$ cat src/rtl/grf_mp.sv
// Multi-port general register file with a per-register busy scoreboard for the pipelined MIPS core.
// Register 0 always reads as zero and is never busy; the highest write-port index wins on collisions.
module grf_mp #(
    parameter int DATA_W = 32,
    parameter int ADDR_W = 5,
    parameter int NUM_RD = 2,
    parameter int NUM_WR = 1,
    parameter int BYPASS = 1
) (
    input  logic                     clk,
    input  logic                     reset,
    input  logic [NUM_RD*ADDR_W-1:0] rd_addr,
    output logic [NUM_RD*DATA_W-1:0] rd_data,
    output logic [NUM_RD-1:0]        rd_busy,
    input  logic [NUM_WR-1:0]        wr_en,
    input  logic [NUM_WR*ADDR_W-1:0] wr_addr,
    input  logic [NUM_WR*DATA_W-1:0] wr_data,
    input  logic                     iss_en,
    input  logic [ADDR_W-1:0]        iss_addr,
    output logic [(2**ADDR_W)-1:0]   busy_vec
);

    localparam int NREG = 2 ** ADDR_W;
    localparam logic [ADDR_W-1:0] ZERO_ADDR = {ADDR_W{1'b0}};

    logic [DATA_W-1:0] regs_r [NREG];
    logic [NREG-1:0]   busy_r;
    logic [NREG-1:0]   set_vec_s;
    logic [NREG-1:0]   clr_vec_s;
    logic [NREG-1:0]   busy_nxt_s;

    // Decode issue/writeback strobes; an issue overrides a same-cycle clear since a newer producer is pending.
    always_comb begin
        set_vec_s = {NREG{1'b0}};
        clr_vec_s = {NREG{1'b0}};
        set_vec_s[iss_addr] = iss_en;
        for (int j = 0; j < NUM_WR; j++) begin
            clr_vec_s[wr_addr[j*ADDR_W +: ADDR_W]] = clr_vec_s[wr_addr[j*ADDR_W +: ADDR_W]] | wr_en[j];
        end
        busy_nxt_s    = (busy_r & ~clr_vec_s) | set_vec_s;
        busy_nxt_s[0] = 1'b0;
    end

    // Register array update; later ports overwrite earlier ones when addresses collide.
    always_ff @(posedge clk) begin
        if (reset) begin
            for (int r = 0; r < NREG; r++) begin
                regs_r[r] <= {DATA_W{1'b0}};
            end
        end else begin
            for (int j = 0; j < NUM_WR; j++) begin
                if (wr_en[j] && (wr_addr[j*ADDR_W +: ADDR_W] != ZERO_ADDR)) begin
                    regs_r[wr_addr[j*ADDR_W +: ADDR_W]] <= wr_data[j*DATA_W +: DATA_W];
                end
            end
        end
    end

    // Busy scoreboard state.
    always_ff @(posedge clk) begin
        if (reset) begin
            busy_r <= {NREG{1'b0}};
        end else begin
            busy_r <= busy_nxt_s;
        end
    end

    assign busy_vec = busy_r;

    // Combinational read ports; a forwarded write also masks the busy flag of the port it feeds.
    always_comb begin : read_ports
        logic [ADDR_W-1:0] a_s;
        logic [DATA_W-1:0] val_s;
        logic              hit_s;
        logic              match_s;
        rd_data = {(NUM_RD*DATA_W){1'b0}};
        rd_busy = {NUM_RD{1'b0}};
        a_s     = ZERO_ADDR;
        val_s   = {DATA_W{1'b0}};
        hit_s   = 1'b0;
        match_s = 1'b0;
        for (int k = 0; k < NUM_RD; k++) begin
            a_s   = rd_addr[k*ADDR_W +: ADDR_W];
            val_s = regs_r[a_s];
            hit_s = 1'b0;
            for (int j = 0; j < NUM_WR; j++) begin
                match_s = (BYPASS != 0) && wr_en[j] && (wr_addr[j*ADDR_W +: ADDR_W] == a_s);
                val_s   = match_s ? wr_data[j*DATA_W +: DATA_W] : val_s;
                hit_s   = hit_s | match_s;
            end
            rd_data[k*DATA_W +: DATA_W] = (a_s == ZERO_ADDR) ? {DATA_W{1'b0}} : val_s;
            rd_busy[k]                  = busy_r[a_s] & ~hit_s;
        end
    end

endmodule

$ cat config.mk
export PLATFORM = sky130hd
export DESIGN_NAME = grf_mp
export DESIGN_NICKNAME = d
export VERILOG_FILES = /design/src/rtl/grf_mp.sv
export SDC_FILE = /design/constraint.sdc
export NUM_CORES = 2
export LEC_CHECK = 0
export BUFFER_PORTS_ARGS = -buffer_cell sky130_fd_sc_hd__buf_2
export CORE_ASPECT_RATIO = 0.6
export CORE_MARGIN = 2
export CORE_UTILIZATION = 40
export DETAILED_ROUTE_END_ITERATION = 6
export PLACE_DENSITY_LB_ADDON = 0.25
export SYNTH_ARGS = -nofsm -noshare
export SYNTH_HDL_FRONTEND = slang
export SYNTH_SLANG_ARGS = --single-unit
export TNS_END_PERCENT = 20
$ cat constraint.sdc
create_clock -name clk -period 3.56 [get_ports clk]
set_clock_uncertainty 0.1 [all_clocks]
set_input_delay 0.178 -clock clk [delete_from_list [all_inputs] [get_ports clk]]
set_output_delay 0.178 -clock clk [all_outputs]
set_load 0.03 [all_outputs]
# --- Word-level counts from Yosys, hierarchy flattened ---
# Memories as Yosys holds them, arrays and structs flattened.
# Index checks and enable logic that the tools add are counted.
totals:
  regBits: 32
  latchBits: 0
  ram_bits: 1024
  romBits: 32
  in_bits: 56
  out_inout_bits: 98
  wordCells: 52
  n_memories: 2
op_classes:
  add_sub_neg: 0
  n_mul: 0
  n_div: 0
  magnitude_cmp: 6
  eq_ne: 2
  shift: 0
  mux: 21
  bitwise: 10
  reduce_logical: 9
mem_list:
  columns: ["name", "words", "word_bits", "rd", "rd_ports_with_merged_regs", "wr", "line", "rtl"]
  rows:
  - ["regs_r", 32, 32, 2, 0, 32, "26", "logic [DATA_W-1:0] regs_r [NREG];"]
  - ["(name not given)", 32, 1, 1, 0, 0, "38", "clr_vec_s[wr_addr[j*ADDR_W +: ADDR_W]] = clr_vec_s[wr_addr[j*ADDR_W +: ADDR_W]] | wr_en[j];"]
ops:
  columns: ["operator", "count"]
  rows:
  - ["$mux W32", 5]
  - ["$and A32 B32 Y32", 3]
  - ["$not A32 Y32", 1]
  - ["$or A32 B32 Y32", 1]
  - ["$reduce_or A32 Y1", 1]
  - ["$lt A5 B6 Y1 const B", 4]
  - ["$mux W1", 11]
  - ["$bmux W1 S5", 2]
  - ["$demux W1 S5", 2]
  - ["$eq A5 B5 Y1", 2]
  - ["$ge A5 B1 Y1 const B", 2]
  - ["$logic_not A5 Y1", 2]
  - ["$logic_and A1 B1 Y1", 5]
  - ["$mux W5", 1]
  - ["$reduce_bool A5 Y1", 1]
  - ["$and A1 B1 Y1", 2]
  - ["$not A1 Y1", 2]
  - ["$or A1 B1 Y1", 1]

# --- Logic depth before layout (Yosys ltp) ---
depth:
  word_depth: 8
  mapped_depth: 10
  ltp_nobuf: 5

# --- Least setup slack after synthesis ---
# No wires, ideal clock.
synth_path:
  path_type: "input port to flip-flop"
  startpoint: "input port wr_addr[2]"
  endpoint: "memory regs_r[1][0], enable pin"
  setup_time_ps: 428
  arrival_time_ps: 2399
  required_ps: 3032
  path_slack_ps: 633
  path_stages: 4
  path_buffers: 2
  cell_sequence: "buf_2 -> or3_1 -> buf_2 -> o21bai_1"
synth_rtl:
  columns: ["item", "line", "rtl"]
  rows:
  - ["start: declaration", "16", "input logic [NUM_WR*ADDR_W-1:0] wr_addr,"]
  - ["end: declaration", "26", null]

# --- Final worst setup path ---
layout_path:
  startpoint: "input port rd_addr[2]"
  endpoint: "output port rd_data[16]"
layout_via:
  elab_chain_cells: 4
  word_cells_on_any_way: 6
  cone_classes: "eq/ne: 1; mux: 2; reduce/logical: 2; memory: 1"
layout_rtl:
  columns: ["item", "line", "rtl"]
  rows:
  - ["start: declaration", "12", "input logic [NUM_RD*ADDR_W-1:0] rd_addr,"]
  - ["parallel branches: the longest is 3 deep, another holds $mem_v2 Z32 W32", null, null]
  - ["$mux W32 (*)", "91", "rd_data[k*DATA_W +: DATA_W] = (a_s == ZERO_ADDR) ? {DATA_W{1'b0}} : val_s;"]
  - ["end: declaration", "13", "output logic [NUM_RD*DATA_W-1:0] rd_data,"]
# Mark *: on every way between the ends.

==> results.json <==
{
  "ctsHtreeMaxLevel": 3,
  "period_share": 0.932,
  "grt_overflow_total": 0,
  "cp.arrival_ns": 3.04,
  "vias_per_cell": 6.43,
  "worstMarginPinSlew_ns": 1.43,
  "rr_startpoint": "busy_vec[21]",
  "io_pins": 154,
  "fin_crit_ns": 3.32,
  "endpoint_kind": "output pin",
  "synthesis.instances": 3834,
  "multiInputGateArea_um2": 23700,
  "hold_viol": 0,
  "synth_compound_area_frac": 0.0519,
  "drc_errors": 0,
  "root_buffer": "clkbuf_16",
  "rsz0062_at_grt": "false",
  "yosysSeqAreaShare": 0.555,
  "ys_warn_count": 0,
  "dr.pass1.iters": 6,
  "synthArstFlopShare": 0,
  "slew_headroom": 0.0469,
  "syn_avg_cell_area_um2": 14.7,
  "wl_met1_um": 86600,
  "num_vias": 38000,
  "cts_tree": "done",
  "io_buffers": 152,
  "synth_top_family_by_area": "multiplexers",
  "synthMuxAreaShare": 0.225,
  "tritoncts.num_buffers": 101,
  "dp.cells": 5707,
  "grt_start_max_net_pins": 127,
  "drv_cap": 0,
  "synth_fa_ha_area_frac": 0,
  "routed-wl-met3_um": 29600,
  "dr.first_iter.drc_count": 6253,
  "drt_wl_total_um": 211000,
  "n_fill_cell": 12200,
  "grt_use_total": 0.291,
  "startpoint": "rd_addr[2]",
  "start_util": 0.404,
  "status": "finished clean",
  "wl_per_cell_um": 35.7,
  "die_h_um": 295,
  "start_kind": "input pin",
  "synth-edff-count": 1024,
  "cp_data_required_time_ns": 3.28,
  "min_from": "wr_data[15]",
  "synth_xor_area_frac": 0.00155,
  "dp_hpwl_um": 133000,
  "nets": 3999,
  "fmaxAchievable_ghz": 0.301,
  "grt_pass1_wl_um": 294000,
  "setup_viol": 0,
  "clk_path_buf_depth": 3,
  "clock_latency_ns": 0.73,
  "wl_met2_um": 88700,
  "fin_cells": 5918,
  "syn-cell-area_um2": 56500,
  "cts_sinks": 1055,
  "tns_ns": 0,
  "powerDensity_nw_per_um2": 462,
  "hold_buffers": 23,
  "synth-seq-cells": 1055,
  "ctsResizeCount": 0,
  "routabilityCongestion": 0.889,
  "drive_above_1_share": 0.269,
  "postCtsSetupRepairBufs": 0,
  "rows": 106,
  "regArea_um2": 31400,
  "ys.flop_type": "edfxtp_1",
  "leakage_uw": 0.0220,
  "ys_types": 63,
  "synth-simple-area-share": 0.133,
  "criticalPathCategory": "in -> out",
  "min_path_type": "in -> reg",
  "antenna_found_initial": 33,
  "finalMaxSlewViolations": 0,
  "grt_pass1_vias": 37000,
  "crit_path_max_fanout": 24,
  "die_w_um": 489,
  "ir_worst_vdd_uv": 355,
  "core-area_um2": 140000,
  "ant_nets": 0,
  "path_clk_slew_ns": 0.06,
  "syn2layout_area_growth_pct": 12.8,
  "die-area_um2": 144000,
  "route.top_layer_used": "met5"
}
==> logic make-up (layout without fill, tap and decap cells) <==
family,count (synthesis),in the layout
and+or+nand+nor,1268,1268
muxes,679,679
DFF,1055,1055
xor gates and xnor gates,10,10
buffers and inverters,407,562
AOI/OAI and AO/OA,414,414
other,1,40
==> worst max-delay path: stages <==
cell and delay (ns):
buf_4 0.45, buf_4 0.39, nor2_2 0.06, nand3b_1 0.12, buf_4 0.40, nor3b_2 0.48, buf_4 0.30, nand2_1 0.08
nand3_1 0.27, buf_2 0.26
==> power breakdown <==
| part | switching (uW) | internal [uW] | leakage [uW] | total (uW) |
|---|---|---|---|---|
| sequential | 359 | 14300 | 0.0100 | 14600 |
| combinational | 2540 | 1610 | 0.0105 | 4160 |
| clock | 4990 | 5670 | 0.00151 | 10700 |
| total | 7890 | 21600 | 0.0220 | 29500 |
==> path summary, 6_finish.rpt <==
check	to	slack [ns]	cells after the start
setup / recovery	rd_data[16]	0.24	10
hold / removal	regs_r[24][15]	0.03	2
setup reg to reg	busy_vec[21]	2.21	3
hold reg to reg	busy_vec[5]	0.41	2
==> metal layers <==
layer / GRT usage / vias up
li1: - / 15000
met1: 0.437 / 19800
met2: 0.409 / 2903
met3: 0.0817 / 370
met4: 0.0857 / 10
met5: 0.00198 / -
==> stage by stage <==
step	utilization	setup WS, ns	total power (uW)	hold slack [ns]	instance area [um^2]
4_1_cts	0.456	0.437	29400	0.000175	63700
2_1_floorplan	-	0.633	17300	0.275	56600
3_5_place_dp	0.432	0.438	18900	0.395	60400
5_1_grt	0.456	0.284	30200	0.0278	63700
6_report	0.456	0.243	29500	0.0297	63700
3_3_place_gp	0.432	0.462	18900	0.392	60400
==> state kept, by name, summed over array words and instances (netlist names) <==
| register | flops |
|---|---|
| regs_r | 1024 |
| busy_vec | 31 |
==> placed cells by master, fill, tap and decap left out, types with 9 or more instances in the layout <==
| master | Yosys | layout |
|---|---|---|
| clkbuf_16 | 0 | 102 |
| conb_1 | 1 | 33 |
| a22o_1 | 10 | 10 |
| buf_4 | 9 | 157 |
| clkbuf_1 | 282 | 24 |
| clkinv_1 | 0 | 20 |
| o221ai_1 | 11 | 11 |
| nand2_1 | 93 | 92 |
| or2_2 | 28 | 28 |
| mux2_2 | 28 | 28 |
| clkinv_2 | 0 | 19 |
| o22ai_1 | 74 | 74 |
| dfxtp_1 | 31 | 31 |
| buf_12 | 5 | 48 |
| dlygate4sd3_1 | 0 | 23 |
| nor2_1 | 91 | 53 |
| a221o_1 | 11 | 11 |
| edfxtp_1 | 1024 | 1024 |
| a22oi_1 | 100 | 100 |
| mux4_2 | 471 | 471 |
| a31oi_1 | 9 | 9 |
| a32o_1 | 32 | 32 |
| mux2i_1 | 180 | 180 |
| a21oi_1 | 56 | 56 |
| buf_2 | 69 | 145 |
| o21ai_0 | 61 | 60 |
| nor2_4 | 0 | 37 |
| and2_1 | 993 | 993 |
==> Yosys cell counts (all sizes together) (8+ instances only) <==
cell type / count / area [um^2]
nand3: 9 / 45.0
nor2b: 8 / 50.1
mux2: 28 / 315
a31oi: 9 / 56.3
a221oi: 8 / 70.1
a221o: 11 / 110
edfxtp: 1024 / 30700
nor2: 91 / 342
and2: 993 / 6210
o21ai: 63 / 315
a22oi: 100 / 751
o22ai: 74 / 463
o221ai: 11 / 96.3
a22o: 10 / 87.6
a32o: 32 / 320
mux4: 471 / 10600
buf: 121 / 832
a2111oi: 8 / 103
or2: 29 / 181
clkbuf: 282 / 1060
nand2: 93 / 349
xnor2: 8 / 70.1
mux2i: 180 / 1800
nand3b: 8 / 60.1
dfxtp: 31 / 621
a21oi: 56 / 280
==> final cells by class <==
type / instances / area share
flip-flops and latches: 1055 / 0.492
multi-input cells: 2404 / 0.372
repair buffers: 377 / 0.0495
clock buffers: 129 / 0.0421
well taps: 1890 / 0.0371
clock inverters: 52 / 0.00620
diodes: 7 / 0.000275
inverters: 4 / 0.000236
No activity file was read; power rests on OpenSTA's default activity.
